`config.mk`:
```
export PLATFORM = sky130hd
export DESIGN_NAME = instr_sequencer_flat
export DESIGN_NICKNAME = d
export VERILOG_FILES = /design/src/rtl/instr_sequencer_if.sv /design/src/rtl/instr_sequencer.sv /design/src/flat_wrapper.sv
export SDC_FILE = /design/constraint.sdc
export NUM_CORES = 1
export LEC_CHECK = 0
export CORE_ASPECT_RATIO = 0.5
export CORE_MARGIN = 2
export CORE_UTILIZATION = 44
export DETAILED_ROUTE_END_ITERATION = 8
export PLACE_DENSITY = 0.91
export SYNTH_ARGS = -nofsm -noshare
export SYNTH_HDL_FRONTEND = slang
export SYNTH_SLANG_ARGS = --single-unit
```
`constraint.sdc`:
```
create_clock -name clk -period 2.5 [get_ports clk]
set_clock_uncertainty 0.15 [all_clocks]
set_input_delay 0.5 -clock clk [delete_from_list [all_inputs] [get_ports clk]]
set_output_delay 0.5 -clock clk [all_outputs]
set_load 0.01 [all_outputs]
```
`src/rtl/instr_sequencer_if.sv`:
```
// ---------------------------------------------------------------------------
// instr_sequencer_if
//   Bus bundle between the instruction sequencer and its neighbours: the
//   instruction ROM (address out, same-cycle data back) and the register file
//   / ALU control (decoded register addresses, ALU op, write strobe).
//
//   master : sequencer side (drives rom_addr and the decode outputs)
//   slave  : ROM / datapath side (drives rom_data)
// ---------------------------------------------------------------------------
interface instr_sequencer_if #(
    parameter int PC_W    = 8,
    parameter int INSTR_W = 16
);
    logic [PC_W-1:0]    rom_addr;
    logic [INSTR_W-1:0] rom_data;
    logic [2:0]         rf_ra;
    logic [2:0]         rf_rb;
    logic [2:0]         rf_wa;
    logic               rf_we;
    logic [2:0]         alu_op;

    modport master (
        output rom_addr, rf_ra, rf_rb, rf_wa, rf_we, alu_op,
        input  rom_data
    );

    modport slave (
        input  rom_addr, rf_ra, rf_rb, rf_wa, rf_we, alu_op,
        output rom_data
    );
endinterface

```
`src/rtl/instr_sequencer.sv`:
```
// ---------------------------------------------------------------------------
// instr_sequencer
//   Fetch/decode/execute controller for the 8-bit CPU. One instruction takes
//   three cycles (FETCH, DECODE, EXEC); an IDLE cycle is inserted only when
//   starting or after run drops. Supports free-run (run), single-step (step,
//   level-sensitive, one instruction per IDLE visit) and a terminal HALT.
//
//   clk, rst_n   : clock, synchronous active-low reset
//   run, step    : execution control
//   bus          : ROM address/data and decoded register-file / ALU controls
//   pc, ir       : program counter, instruction register
//   halted       : HALT has executed
//   illegal      : sticky undefined-opcode flag
//   retired      : saturating count of executed instructions
// ---------------------------------------------------------------------------
module instr_sequencer #(
    parameter int              PC_W     = 8,
    parameter int              INSTR_W  = 16,
    parameter logic [PC_W-1:0] RESET_PC = 8'h00,
    parameter int              RET_W    = 16
) (
    input  logic                clk,
    input  logic                rst_n,
    input  logic                run,
    input  logic                step,
    instr_sequencer_if.master   bus,
    output logic [PC_W-1:0]     pc,
    output logic [INSTR_W-1:0]  ir,
    output logic                halted,
    output logic                illegal,
    output logic [RET_W-1:0]    retired
);
    typedef enum logic [2:0] {
        IDLE   = 3'd0,
        FETCH  = 3'd1,
        DECODE = 3'd2,
        EXEC   = 3'd3,
        HALT   = 3'd4
    } state_t;

    state_t             state_q, state_d;
    logic [PC_W-1:0]    pc_q, pc_d;
    logic [INSTR_W-1:0] ir_q, ir_d;
    logic               halted_q, halted_d;
    logic               illegal_q, illegal_d;
    logic [RET_W-1:0]   retired_q, retired_d;

    logic [3:0] opcode;
    logic       op_jmp, op_nop, op_halt, op_bad;

    assign opcode  = ir_q[15:12];
    assign op_jmp  = (opcode == 4'h8);
    assign op_nop  = (opcode == 4'h9);
    assign op_halt = (opcode == 4'hF);
    // Every opcode with bit 3 set that is not JMP/NOP/HALT is undefined.
    assign op_bad  = opcode[3] && !op_jmp && !op_nop && !op_halt;

    // Decode fields are plain slices of ir so they are stable from DECODE on.
    assign bus.rom_addr = pc_q;
    assign bus.rf_wa    = ir_q[11:9];
    assign bus.rf_ra    = ir_q[8:6];
    assign bus.rf_rb    = ir_q[5:3];
    assign bus.alu_op   = ir_q[14:12];
    assign bus.rf_we    = (state_q == EXEC) && !opcode[3];

    assign pc      = pc_q;
    assign ir      = ir_q;
    assign halted  = halted_q;
    assign illegal = illegal_q;
    assign retired = retired_q;

    always_ff @(posedge clk) begin
        if (!rst_n) begin
            state_q   <= IDLE;
            pc_q      <= RESET_PC;
            ir_q      <= '0;
            halted_q  <= 1'b0;
            illegal_q <= 1'b0;
            retired_q <= '0;
        end else begin
            state_q   <= state_d;
            pc_q      <= pc_d;
            ir_q      <= ir_d;
            halted_q  <= halted_d;
            illegal_q <= illegal_d;
            retired_q <= retired_d;
        end
    end

    always_comb begin
        state_d   = state_q;
        pc_d      = pc_q;
        ir_d      = ir_q;
        halted_d  = halted_q;
        illegal_d = illegal_q;
        retired_d = retired_q;
        unique case (state_q)
            IDLE: begin
                // step only matters when run is low, so run|step covers both.
                if (run || step) state_d = FETCH;
            end
            FETCH: begin
                ir_d    = bus.rom_data;
                state_d = DECODE;
            end
            DECODE: begin
                state_d = EXEC;
            end
            EXEC: begin
                if (retired_q != '1) retired_d = retired_q + RET_W'(1);
                if (op_halt) begin
                    halted_d = 1'b1;
                    state_d  = HALT;
                end else begin
                    if (op_jmp) pc_d = PC_W'(ir_q[11:4]);
                    else        pc_d = pc_q + PC_W'(1);
                    if (op_bad) illegal_d = 1'b1;
                    state_d = run ? FETCH : IDLE;
                end
            end
            HALT: begin
                state_d = HALT;
            end
            default: begin
                state_d = IDLE;
            end
        endcase
    end
endmodule

```
`src/flat_wrapper.sv`:
```
// flat-port wrapper written by rule: the top's interface ports become plain ports
module instr_sequencer_flat 
#(
    parameter int              PC_W     = 8,
    parameter int              INSTR_W  = 16,
    parameter logic [PC_W-1:0] RESET_PC = 8'h00,
    parameter int              RET_W    = 16
)
  (clk, rst_n, run, step, pc, ir, halted, illegal, retired, bus_rom_addr, bus_rf_ra, bus_rf_rb, bus_rf_wa, bus_rf_we, bus_alu_op, bus_rom_data);
  instr_sequencer_if #(.PC_W(PC_W), .INSTR_W(INSTR_W)) bus_i ();
  input  logic clk;
  input  logic rst_n;
  input  logic run;
  input  logic step;
  output logic [PC_W-1:0] pc;
  output logic [INSTR_W-1:0] ir;
  output logic halted;
  output logic illegal;
  output logic [RET_W-1:0] retired;
  output wire logic [$bits(bus_i.rom_addr)-1:0] bus_rom_addr;
  output wire logic [$bits(bus_i.rf_ra)-1:0] bus_rf_ra;
  output wire logic [$bits(bus_i.rf_rb)-1:0] bus_rf_rb;
  output wire logic [$bits(bus_i.rf_wa)-1:0] bus_rf_wa;
  output wire logic [$bits(bus_i.rf_we)-1:0] bus_rf_we;
  output wire logic [$bits(bus_i.alu_op)-1:0] bus_alu_op;
  input wire logic [$bits(bus_i.rom_data)-1:0] bus_rom_data;
  assign bus_rom_addr = bus_i.rom_addr;
  assign bus_rf_ra = bus_i.rf_ra;
  assign bus_rf_rb = bus_i.rf_rb;
  assign bus_rf_wa = bus_i.rf_wa;
  assign bus_rf_we = bus_i.rf_we;
  assign bus_alu_op = bus_i.alu_op;
  assign bus_i.rom_data = bus_rom_data;
  instr_sequencer #(.PC_W(PC_W), .INSTR_W(INSTR_W), .RESET_PC(RESET_PC), .RET_W(RET_W)) u_core (.clk(clk), .rst_n(rst_n), .run(run), .step(step), .bus(bus_i), .pc(pc), .ir(ir), .halted(halted), .illegal(illegal), .retired(retired));
endmodule
```
---- Word-level counts from Yosys, hierarchy flattened ----
Cells that the tools add are included.
operators by class
  $add $sub $neg .......................... 2
  equal/unequal tests ..................... 9
  mux-type cells .......................... 5
  bitwise operators ....................... 1
  reductions and logical operators ........ 14
operators by type and width
  kind                   count
  $add 16x1->16 const B  1
  $ne 16x16->1 const B   1
  $pmux 3 s5             1
  $eq 4x4->1 const B     3
  $add 8x1->8 const B    1
  $mux 8                 1
  $eq 3x2->1 const B     2
  $mux 3                 2
  $reduce_and 2->1       3
  $logic_and 1x1->1      4
  $logic_not 1->1        4
  $eq 3x1->1 const B     1
  $eq 3x3->1 const B     1
  $logic_not 3->1        1
  $reduce_and 3->1       1
  $ne 2x1->1 const B     1
  $logic_or 1x1->1       1
  $mux 1                 1
  $not 1->1              1
storage, ports and cells
  flip-flop bits (word level) ............. 45
  output and inout bits ................... 63
  word-level logic and storage cells ...... 37

---- Longest topological paths before layout ----
Gate-level depths: netlist of the first run.
  word-level depth ........................ 6
  depth in mapped cells ................... 7
  gate-level depth less buffers ........... 5

---- Worst setup path before layout of the first run ----
Ideal clock, no wire load.
  kind .................................... register to register
  start point ............................. reg u_core.retired_q[0], in the netlist u_core.retired[0]
  end point ............................... reg u_core.retired_q[1], in the netlist u_core.retired[1]
  arrival time ............................ 1768 ps
  required time ........................... 2222 ps
  path slack .............................. 454 ps
  stages on the path, launching flop included .. 8
  buffers on the path ..................... 2
  period minus slack after synthesis ...... 2046 ps
  cells stage by stage .................... dfxtp_1 ha_1 nand4_1 o41ai_2 buf_2 buf_6 mux2i_1 nor2_1
on the way
  cells in the longest elaborated chain, start to end .. 2
  elaborated cells between the ends (all ways) .. 3
  classes of those cells .................. add/sub (1); eq/ne (1); reduce/logical (1)
ends and longest elaborated chain
  element                                                line                   RTL
  start, declared                                        instr_sequencer.sv:46  logic [RET_W-1:0] retired_q, retired_d;
  start signal, assigned                                 instr_sequencer.sv:86  retired_q <= retired_d;
  branches (longest 2 deep; another with $add 16x1->16)  n/a
Several ways; the timed one is not identified.
A chain may end at the register's enable or synchronous reset.

---- Worst setup path after layout of the first run ----
  start point ............................. reg u_core.state_q[2]
  end point ............................... out bus_rf_we
on the way
  cells in the longest elaborated chain, start to end .. 2
ends and longest elaborated chain
  element                 line                   RTL
  start, declared         instr_sequencer.sv:41  state_t state_q, state_d;
  start signal, assigned  instr_sequencer.sv:81  state_q <= state_d;
  $eq 3x2->1              instr_sequencer.sv:64  assign bus.rf_we = (state_q == EXEC) && !opcode[3];
  $logic_and 1x1->1       instr_sequencer.sv:64
  end, declared           flat_wrapper.sv:24     output wire logic [$bits(bus_i.rf_we)-1:0] bus_rf_we;
Every way passes these cells.

==> results.toml, run 1 <==
[die]
die-area_um2 = 5582
die_y_um = 53.84
fp-row-count = 18
top_level_ports = 83
start_util_pct = 44.93
die_x_um = 103.7
core_area_um2 = 4865

[cts]
clock_path_buffers = 2
postCtsHoldBufs = 0
cts-root-buf = "clkbuf_8"
clk_pin_slew_ns = 0.08
cts_htree_levels = 2
cts_buffers = 5
post_cts_buffers = 0
cts_tree = "built"
cts_sinks = 45
insertion_delay_ns = 0.31
ctsResizeCount = 0

[global_routing]
grt_pass1_vias = 2007
grt_usage_pct = 20.03
grt_pass1_wl_um = 8866
grt_max_degree = 30
grt_overflow = 0
antenna_found_initial = 0

[timing]
slew_headroom_pct = 73.01
hold_viol_final = 0
grt_setup_unrepaired = "false"
clock.fmax_ghz = 0.4286
fin_setup_tns_ns = 0
setup_violations = 0
period_needed_ns = 2.333
tightest_slew_ns = 0.4045
slew_violations = 0
whs_ns = 0.3125
fin_crit_sh_pct = 93.33

[synthesis]
async_reset_ff_share_pct = 0
yosysUniqueCellTypes = 46
syn_nets = 295
yosysWarnings = 0
postSynthCellCount = 273
syn_avg_cell_area_um2 = 8.007
yosysSeqAreaShare_pct = 41.21
synth-main-ff-cell = "dfxtp_1"
yosysTopAreaCell = "dfxtp_1"
syn_area_um2 = 2186
ys_top_cells_by_area = "dfxtp_1 (41%), nand2_1 (8.6%), a21oi_1 (8.2%)"
synth-seq-cells = 45
synth_top_area_share_pct = 41.21
synth_edf_count = 0

[placement]
portBuffers = 82
gp_congestion = 0.7953
dp_hpwl_um = 4107
place_area_um2 = 2932

[critical_path]
crit_required_ns = 1.85
path_cells = "nand3b_1, nor2_1, clkdlybuf4s50_1"
reg2reg_setup_slack_ns = 0.50
crit_buf_inv = 1
cp-end-kind = "output pin"
max_stage_delay_ns = 0.56
critPathMaxFanout = 8
crit_family = "buffers and inverters"
cp.arrival_ns = 1.68
critPathKind = "register to output pin"
crit_slowest_cell = "clkdlybuf4s50_1"
crit_path_start_kind = "register"

[power_and_ir_drop]
p_total_mw = 1.611
max-vdd-ir-drop_mv = 0.3115
p_per_area_nw_per_um2 = 528.6
leakage_nw = 1.002

[cells_and_area]
layout_common_cells = "clkdlybuf4s50_1 (82), nand2_1 (50), dfxtp_1 (45), a21oi_1 (36), o21ai_0 (15)"
finalCoreUtilization_pct = 62.65
mostFrequentLayoutCell = "clkdlybuf4s50_1"
area_growth_pct = 39.44
final_nets = 355
final_area_um2 = 3048
antennaDiodeCount = 0
drive_gt1_share_pct = 6.287

[drt]
drt_wl_total_um = 5758
drc = 0
drt_iter0_drc = 101
vias_per_cell = 5.369
first_pass_iters = 4
wl_per_cell_um = 14.25
route.vias.total = 2169
drtAntennaViolNets = 0

[outcome]
status = "completed"

[hold_path]
hold_path_class = "register to register"

[flow_run]
maxCapViolations = 0
-- worst min-delay path: cells and delay by family, from the launching register on --
kind / cells / cell delay [ns]
flip-flops: 1 / 0.32
AO/OA/AOI/OAI: 1 / 0.05
AND/OR/NAND/NOR: 1 / 0.05
-- per-layer routing --
layer  GRT usage (%)  part of all wire, %  vias to the layer above
met4           8.108                  1.6                        0
met2           38.52                   50                       50
met3           4.843                  3.8                       10
met5               0                    0                        -
met1           22.46                   44                     1036
li1                -                    -                     1073
-- flip-flops by register name (all words and copies together) (netlist names) --
register	cells
u_core.halted	1
u_core.retired	16
u_core.bus.rom_addr	8
u_core.state_q	3
u_core.ir	16
u_core.illegal	1
-- cell usage after synthesis (2+ instances only) --
master     n
nand2_1   50
dfxtp_1   45
a21oi_1   36
buf_4     20
o21ai_0   15
nor2_1    14
clkbuf_1  11
nand3_1    8
or3_1      7
or4_1      6
nand4_1    5
o31ai_1    5
and2_1     4
nor3_1     4
inv_1      3
and3_1     2
and4_1     2
buf_2      2
ha_1       2
nor3b_1    2
o21a_1     2
o22ai_1    2
o31a_1     2
xor2_1     2
-- logic make-up (layout without fill, tap and decap cells) --
group	count (synthesis)	in the layout	synth area share, %
AND/OR/NAND/NOR	117	117	27.65
AO/OA/AOI/OAI	68	68	18.09
flip-flops	45	45	41.21
buffers and inverters	37	98	10.25
XOR/XNOR	3	3	1.202
adder cells (fa/ha/maj)	2	2	1.145
multiplexers	1	1	0.4579
-- path summary, 6_finish.rpt --
check                                    endpoint  cells after the start                           start
hold reg to reg         u_core.ir[0]$_SDFFE_PN0P_                      2       u_core.ir[0]$_SDFFE_PN0P_
hold / removal          u_core.ir[0]$_SDFFE_PN0P_                      2       u_core.ir[0]$_SDFFE_PN0P_
setup reg to reg  u_core.retired[14]$_SDFFE_PN0P_                      5  u_core.retired[0]$_SDFFE_PN0P_
setup / recovery                        bus_rf_we                      3  u_core.state_q[2]$_SDFFE_PN0P_
-- through the flow --
stage	setup slack (ns)	instances
2_1_floorplan	0.4539	273
5_1_grt	0.1301	404
4_1_cts	0.1558	404
6_report	0.1668	404
3_3_place_gp	0.5554	396
3_5_place_dp	0.5172	396
-- report_power, final --
part	switching [mW]	leakage [nW]	internal [mW]
sequential	0.0363	0.365	0.744
clock	0.248	0.0585	0.326
combinational	0.121	0.578	0.136
total	0.405	1.00	1.21
-- final cells by class --
cell class,count,area (um^2)
clock buffer,7,86.33
clock inverter,1,30.03
fill,421,1817
inverter,3,11.26
multi-input combinational,191,1061
sequential,45,900.9
tap,70,87.58
timing repair buffer,87,870.8
Power figures use the tool's default switching activity.
==> inputs of run 2 (changes only) <==
--- a/config.mk
+++ b/config.mk
@@ -6,7 +6,7 @@
 export NUM_CORES = 1
 export LEC_CHECK = 0
 export CORE_ASPECT_RATIO = 0.5
-export CORE_MARGIN = 2
+export CORE_MARGIN = 3
 export CORE_UTILIZATION = 44
 export DETAILED_ROUTE_END_ITERATION = 8
 export PLACE_DENSITY = 0.91
==> run 2 against run 1 <==
Clock power shrank 26%. Non-clock buffer count is the same. Cell count fell by 0.99%. Via count down 0.92%. Global-route usage decreased by 1.8 points. Maximum frequency increased by 5.0%. Register-to-register slack is essentially flat. Sequential power about the same. Sequential share of layout area up 0.33 points.
==> results.toml, run 2 (synthesis gave the netlist of run 1 again) <==
[drt]
wl_per_cell_um = 13.76
drtAntennaViolNets = 0
vias_per_cell = 5.373
drt_wl_total_um = 5502
drt_iter0_drc = 119
first_pass_iters = 4
drc = 0
route.vias.total = 2149

[critical_path]
worst_r2r_endpoint = "u_core.retired[14]$_SDFFE_PN0P_"
reg2reg_depth = 5
max_stage_delay_ns = 0.54
critPathMaxFanout = 8
critPathKind = "register to output pin"
cp.arrival_ns = 1.57
crit_required_ns = 1.85
crit_family = "buffers and inverters"
crit_buf_inv = 1
crit_path_start_kind = "register"
path_cells = "nand3b_1, nor2_1, clkdlybuf4s50_1"
reg2reg_from = "u_core.retired[0]$_SDFFE_PN0P_"
reg2reg_setup_slack_ns = 0.51
crit_slowest_cell = "clkdlybuf4s50_1"
cp-end-kind = "output pin"

[timing]
slew_headroom_pct = 72.51
fin_setup_tns_ns = 0
hold_viol_final = 0
clock.fmax_ghz = 0.4501
period_needed_ns = 2.222
tightest_slew_ns = 0.4119
setup_violations = 0
grt_setup_unrepaired = "false"
fin_crit_sh_pct = 88.87
whs_ns = 0.3151
slew_violations = 0

[die]
start_util_pct = 47.58
top_level_ports = 83
fp-row-count = 17
die_x_um = 105.7
core_area_um2 = 4594
die-area_um2 = 5901
die_y_um = 55.84

[global_routing]
grt_pass1_vias = 2039
antenna_found_initial = 0
grt_pass1_wl_um = 9121
grt_usage_pct = 18.27
grt_max_degree = 30
grt_overflow = 0

[cts]
insertion_delay_ns = 0.28
postCtsHoldBufs = 0
cts_sinks = 45
clk_pin_slew_ns = 0.08
post_cts_buffers = 0
ctsResizeCount = 0
clock_path_buffers = 2
cts_htree_levels = 2
cts_tree = "built"
cts-root-buf = "clkbuf_8"
cts_buffers = 5

[placement]
dp_hpwl_um = 4134
portBuffers = 82
gp_congestion = 0.7971

[power_and_ir_drop]
p_per_area_nw_per_um2 = 483.8
max-vdd-ir-drop_mv = 0.2751
leakage_nw = 0.9918

[cells_and_area]
area_growth_pct = 37.89
antennaDiodeCount = 0
drive_gt1_share_pct = 6.587
mostFrequentLayoutCell = "clkdlybuf4s50_1"
layout_common_cells = "clkdlybuf4s50_1 (82), nand2_1 (50), dfxtp_1 (45), a21oi_1 (36), o21ai_0 (15)"
final_nets = 355

[hold_path]
whs_endpoint = "u_core.ir[0]$_SDFFE_PN0P_"
hold_path_class = "register to register"
whs_path_depth = 2
min_from = "u_core.ir[0]$_SDFFE_PN0P_"

[outcome]
status = "completed"

[flow_run]
maxCapViolations = 0
[run 2: worst max-delay path by stage]
stage                                           end                            from  slack (ns)  cells after the start
floorplan            u_core.retired[1]$_SDFFE_PN0P_  u_core.retired[0]$_SDFFE_PN0P_        0.45                      7
global placement    u_core.retired[12]$_SDFFE_PN0P_                           rst_n        0.56                      4
detailed placement  u_core.retired[14]$_SDFFE_PN0P_  u_core.retired[0]$_SDFFE_PN0P_        0.53                      5
CTS                                       bus_rf_we  u_core.state_q[2]$_SDFFE_PN0P_        0.26                      3
global route                              bus_rf_we  u_core.state_q[2]$_SDFFE_PN0P_        0.20                      3
finish                                    bus_rf_we  u_core.state_q[2]$_SDFFE_PN0P_        0.28                      3
[run 2: tightest hold or removal path, delay by kind of cell (launching register included)]
family           cells  cell delay, ns
AND/OR/NAND/NOR      1            0.05
flip-flops           1            0.32
AO/OA/AOI/OAI        1            0.05
[run 2: final cells by class]
cell class	count	area, um^2
fillers	388	1580
well taps	66	82.58
multi-input cells	191	1066
repair buffers	87	870.8
clock inverters	2	10.01
inverters	3	11.26
clock buffers	6	72.57
flip-flops and latches	45	900.9
[run 2: through the flow]
| step | cell area, um^2 | power, mW | cells | utilization [%] | worst slack (ns) |
|---|---|---|---|---|---|
| after global placement | 2932 | 1.041 | 392 | 63.81 | 0.5583 |
| after floorplan | 2186 | 0.9263 | 273 | - | 0.4539 |
| after CTS | 3014 | 1.473 | 400 | 65.60 | 0.2588 |
| after detailed placement | 2932 | 1.051 | 392 | 63.81 | 0.5278 |
| after global routing | 3014 | 1.529 | 400 | 65.60 | 0.1992 |
| final | 3014 | 1.458 | 400 | 65.60 | 0.2783 |
[run 2: per-layer routing]
metal  track usage (%)  share of wire (%)  vias up
li1                  -                  -     1065
met1             20.99                 43     1017
met2             34.33                 51       65
met3             4.867                5.9        2
met4             3.690               0.56        0
met5                 0                  0        -
[run 2: power by group]
| part | total [mW] | switching (mW) | internal, mW |
|---|---|---|---|
| combinational | 0.253 | 0.117 | 0.137 |
| clock | 0.426 | 0.232 | 0.194 |
| sequential | 0.779 | 0.0347 | 0.744 |
| total | 1.46 | 0.383 | 1.07 |
==> inputs of run 3 (changes only) <==
--- a/config.mk
+++ b/config.mk
@@ -5,6 +5,7 @@
 export SDC_FILE = /design/constraint.sdc
 export NUM_CORES = 1
 export LEC_CHECK = 0
+export ABC_CLOCK_PERIOD_IN_PS = 2300
 export CORE_ASPECT_RATIO = 0.5
 export CORE_MARGIN = 3
 export CORE_UTILIZATION = 44
==> constraint.sdc (replaced) <==
create_clock -name clk -period 2.3 [get_ports clk]
set_clock_uncertainty 0.15 [all_clocks]
set_input_delay 0.46 -clock clk [delete_from_list [all_inputs] [get_ports clk]]
set_output_delay 0.46 -clock clk [all_outputs]
set_load 0.01 [all_outputs]
==> run 3 against run 2 <==
Sequential power is 8.7% higher. Core utilization is 1.4 points higher. Sequential cell count stayed put. Die area stayed put. Combinational power is 9.5% higher. Critical path depth stayed put. Routed wire length is 4.9% higher. Clock power is 65% higher. Hold slack better by 0.0037 ns. Largest cell class unchanged. Largest power group unchanged. First-iteration DRC count is 28% lower. Register-to-register slack worse by 0.29 ns. Sequential share of layout area is 0.63 points lower.
==> results.toml, run 3 (synthesis gave the netlist of run 1 again) <==
[cts]
postCtsHoldBufs = 0
cts-root-buf = "clkbuf_8"
clk_pin_slew_ns = 0.08
ctsResizeCount = 0
cts_sinks = 45
cts_tree = "built"
clock_path_buffers = 2
post_cts_buffers = 0
cts_htree_levels = 2
insertion_delay_ns = 0.30
cts_buffers = 5

[timing]
fin_crit_sh_pct = 94.86
fin_setup_tns_ns = 0
setup_ws_ns = 0.1182
slew_headroom_pct = 68.90
clock.fmax_ghz = 0.4583
tightest_slew_ns = 0.4660
setup_violations = 0
period_needed_ns = 2.182
hold_viol_final = 0
grt_setup_unrepaired = "false"
slew_violations = 0

[placement]
place_area_um2 = 2934
gp_congestion = 0.8038
dp_hpwl_um = 4264
dp.cells = 394
pre_cts_ws_ns = 0.1121
portBuffers = 82

[drt]
first_pass_iters = 4
vias_per_cell = 5.515
drt_wl_total_um = 5771
dr_wl_met3_um = 441
wl_met2_um = 2941
wl_met1_um = 2281
highest_layer = "met4"
route.vias.total = 2217
drt_iter0_drc = 86
drtAntennaViolNets = 0
wl_per_cell_um = 14.36
drc = 0

[cells_and_area]
drive_gt1_share_pct = 7.440
regArea_um2 = 900.9
fillers = 386
antennaDiodeCount = 0
final_area_um2 = 3079
layout_common_cells = "clkdlybuf4s50_1 (82), nand2_1 (50), dfxtp_1 (45), a21oi_1 (36), o21ai_0 (15)"
multi_input_area_um2 = 1077
mostFrequentLayoutCell = "clkdlybuf4s50_1"
final_nets = 357
final_cells = 402
area_growth_pct = 40.87

[hold_path]
whs_endpoint = "u_core.ir[1]$_SDFFE_PN0P_"
min_from = "u_core.ir[1]$_SDFFE_PN0P_"
hold_path_class = "register to register"
whs_path_depth = 2

[power_and_ir_drop]
p_per_area_nw_per_um2 = 593.5
p_total_mw = 1.828
max-vdd-ir-drop_mv = 0.3116
leakage_nw = 1.022

[critical_path]
cp.arrival_ns = 1.57
reg2reg_from = "u_core.retired[0]$_SDFFE_PN0P_"
cp-end-kind = "output pin"
reg2reg_depth = 5
critPathMaxFanout = 8
reg2reg_setup_slack_ns = 0.22
worst_r2r_endpoint = "u_core.retired[14]$_SDFFE_PN0P_"
crit_required_ns = 1.69
crit_path_start_kind = "register"
critPathKind = "register to output pin"

[die]
top_level_ports = 83
core_area_um2 = 4594
die-area_um2 = 5901
die_y_um = 55.84
fp-row-count = 17
die_x_um = 105.7
start_util_pct = 47.58

[global_routing]
grt_usage_pct = 19.51
antenna_found_initial = 0
grt_pass1_wl_um = 9508
grt_pass1_vias = 2164
grt_max_degree = 30
grt_overflow = 0

[outcome]
status = "completed"

[flow_run]
maxCapViolations = 0
run 3: cell count changes in the layout (fill, tap and decap cells not counted), sizes merged:
| cell | previous run | this run |
|---|---|---|
| buf | 5 | 7 |
| bufinv | 0 | 2 |
| clkbuf | 6 | 5 |
| clkinv | 2 | 1 |
run 3: layout make-up:
type / instances / share of cell area [%]
Multi-Input combinational cell: 191 / 34.99
Timing Repair Buffer: 89 / 28.36
Tap cell: 66 / 2.682
Clock inverter: 3 / 2.113
Sequential cell: 45 / 29.26
Clock buffer: 5 / 2.235
Inverter: 3 / 0.3657
run 3: how the worst max path moves through the flow:
| stage | from | to | slack [ns] | cells past startpoint |
|---|---|---|---|---|
| 6_report | u_core.state_q[2]$_SDFFE_PN0P_ | bus_rf_we | 0.12 | 3 |
| 5_1_grt | u_core.state_q[1]$_SDFFE_PN0P_ | bus_rf_we | 0.03 | 3 |
| 4_1_cts | u_core.retired[0]$_SDFFE_PN0P_ | u_core.retired[1]$_SDFFE_PN0P_ | 0.06 | 6 |
| 3_5_place_dp | u_core.retired[0]$_SDFFE_PN0P_ | u_core.retired[1]$_SDFFE_PN0P_ | 0.11 | 6 |
| 3_3_place_gp | u_core.retired[0]$_SDFFE_PN0P_ | u_core.retired[1]$_SDFFE_PN0P_ | 0.27 | 6 |
| 2_1_floorplan | u_core.retired[0]$_SDFFE_PN0P_ | u_core.retired[1]$_SDFFE_PN0P_ | 0.25 | 7 |
run 3: worst max-delay path: stages (launching register included):
cell and delay, ns:
dfxtp_1 0.38, nand3b_1 0.24, nor2_1 0.12, clkdlybuf4s50_1 0.54
run 3: metrics by stage:
step | util, % | hold slack [ns]
finish | 67.02 | 0.3188
floorplan | - | 0.3305
global placement | 63.86 | 0.2959
CTS | 66.78 | 0.3161
detailed placement | 63.86 | 0.3065
global route | 67.02 | 0.3446
run 3: power by group:
part | switching, mW | total [mW] | internal, mW
Combinational | 0.128 | 0.277 | 0.150
Clock | 0.272 | 0.703 | 0.431
Sequential | 0.0383 | 0.847 | 0.809
Total | 0.437 | 1.83 | 1.39
run 3: routing by layer:
metal	vias to the layer above	global-route usage [%]
li1	1071	-
met5	-	0
met2	78	35.78
met4	0	8.672
met1	1053	20.96
met3	15	5.678
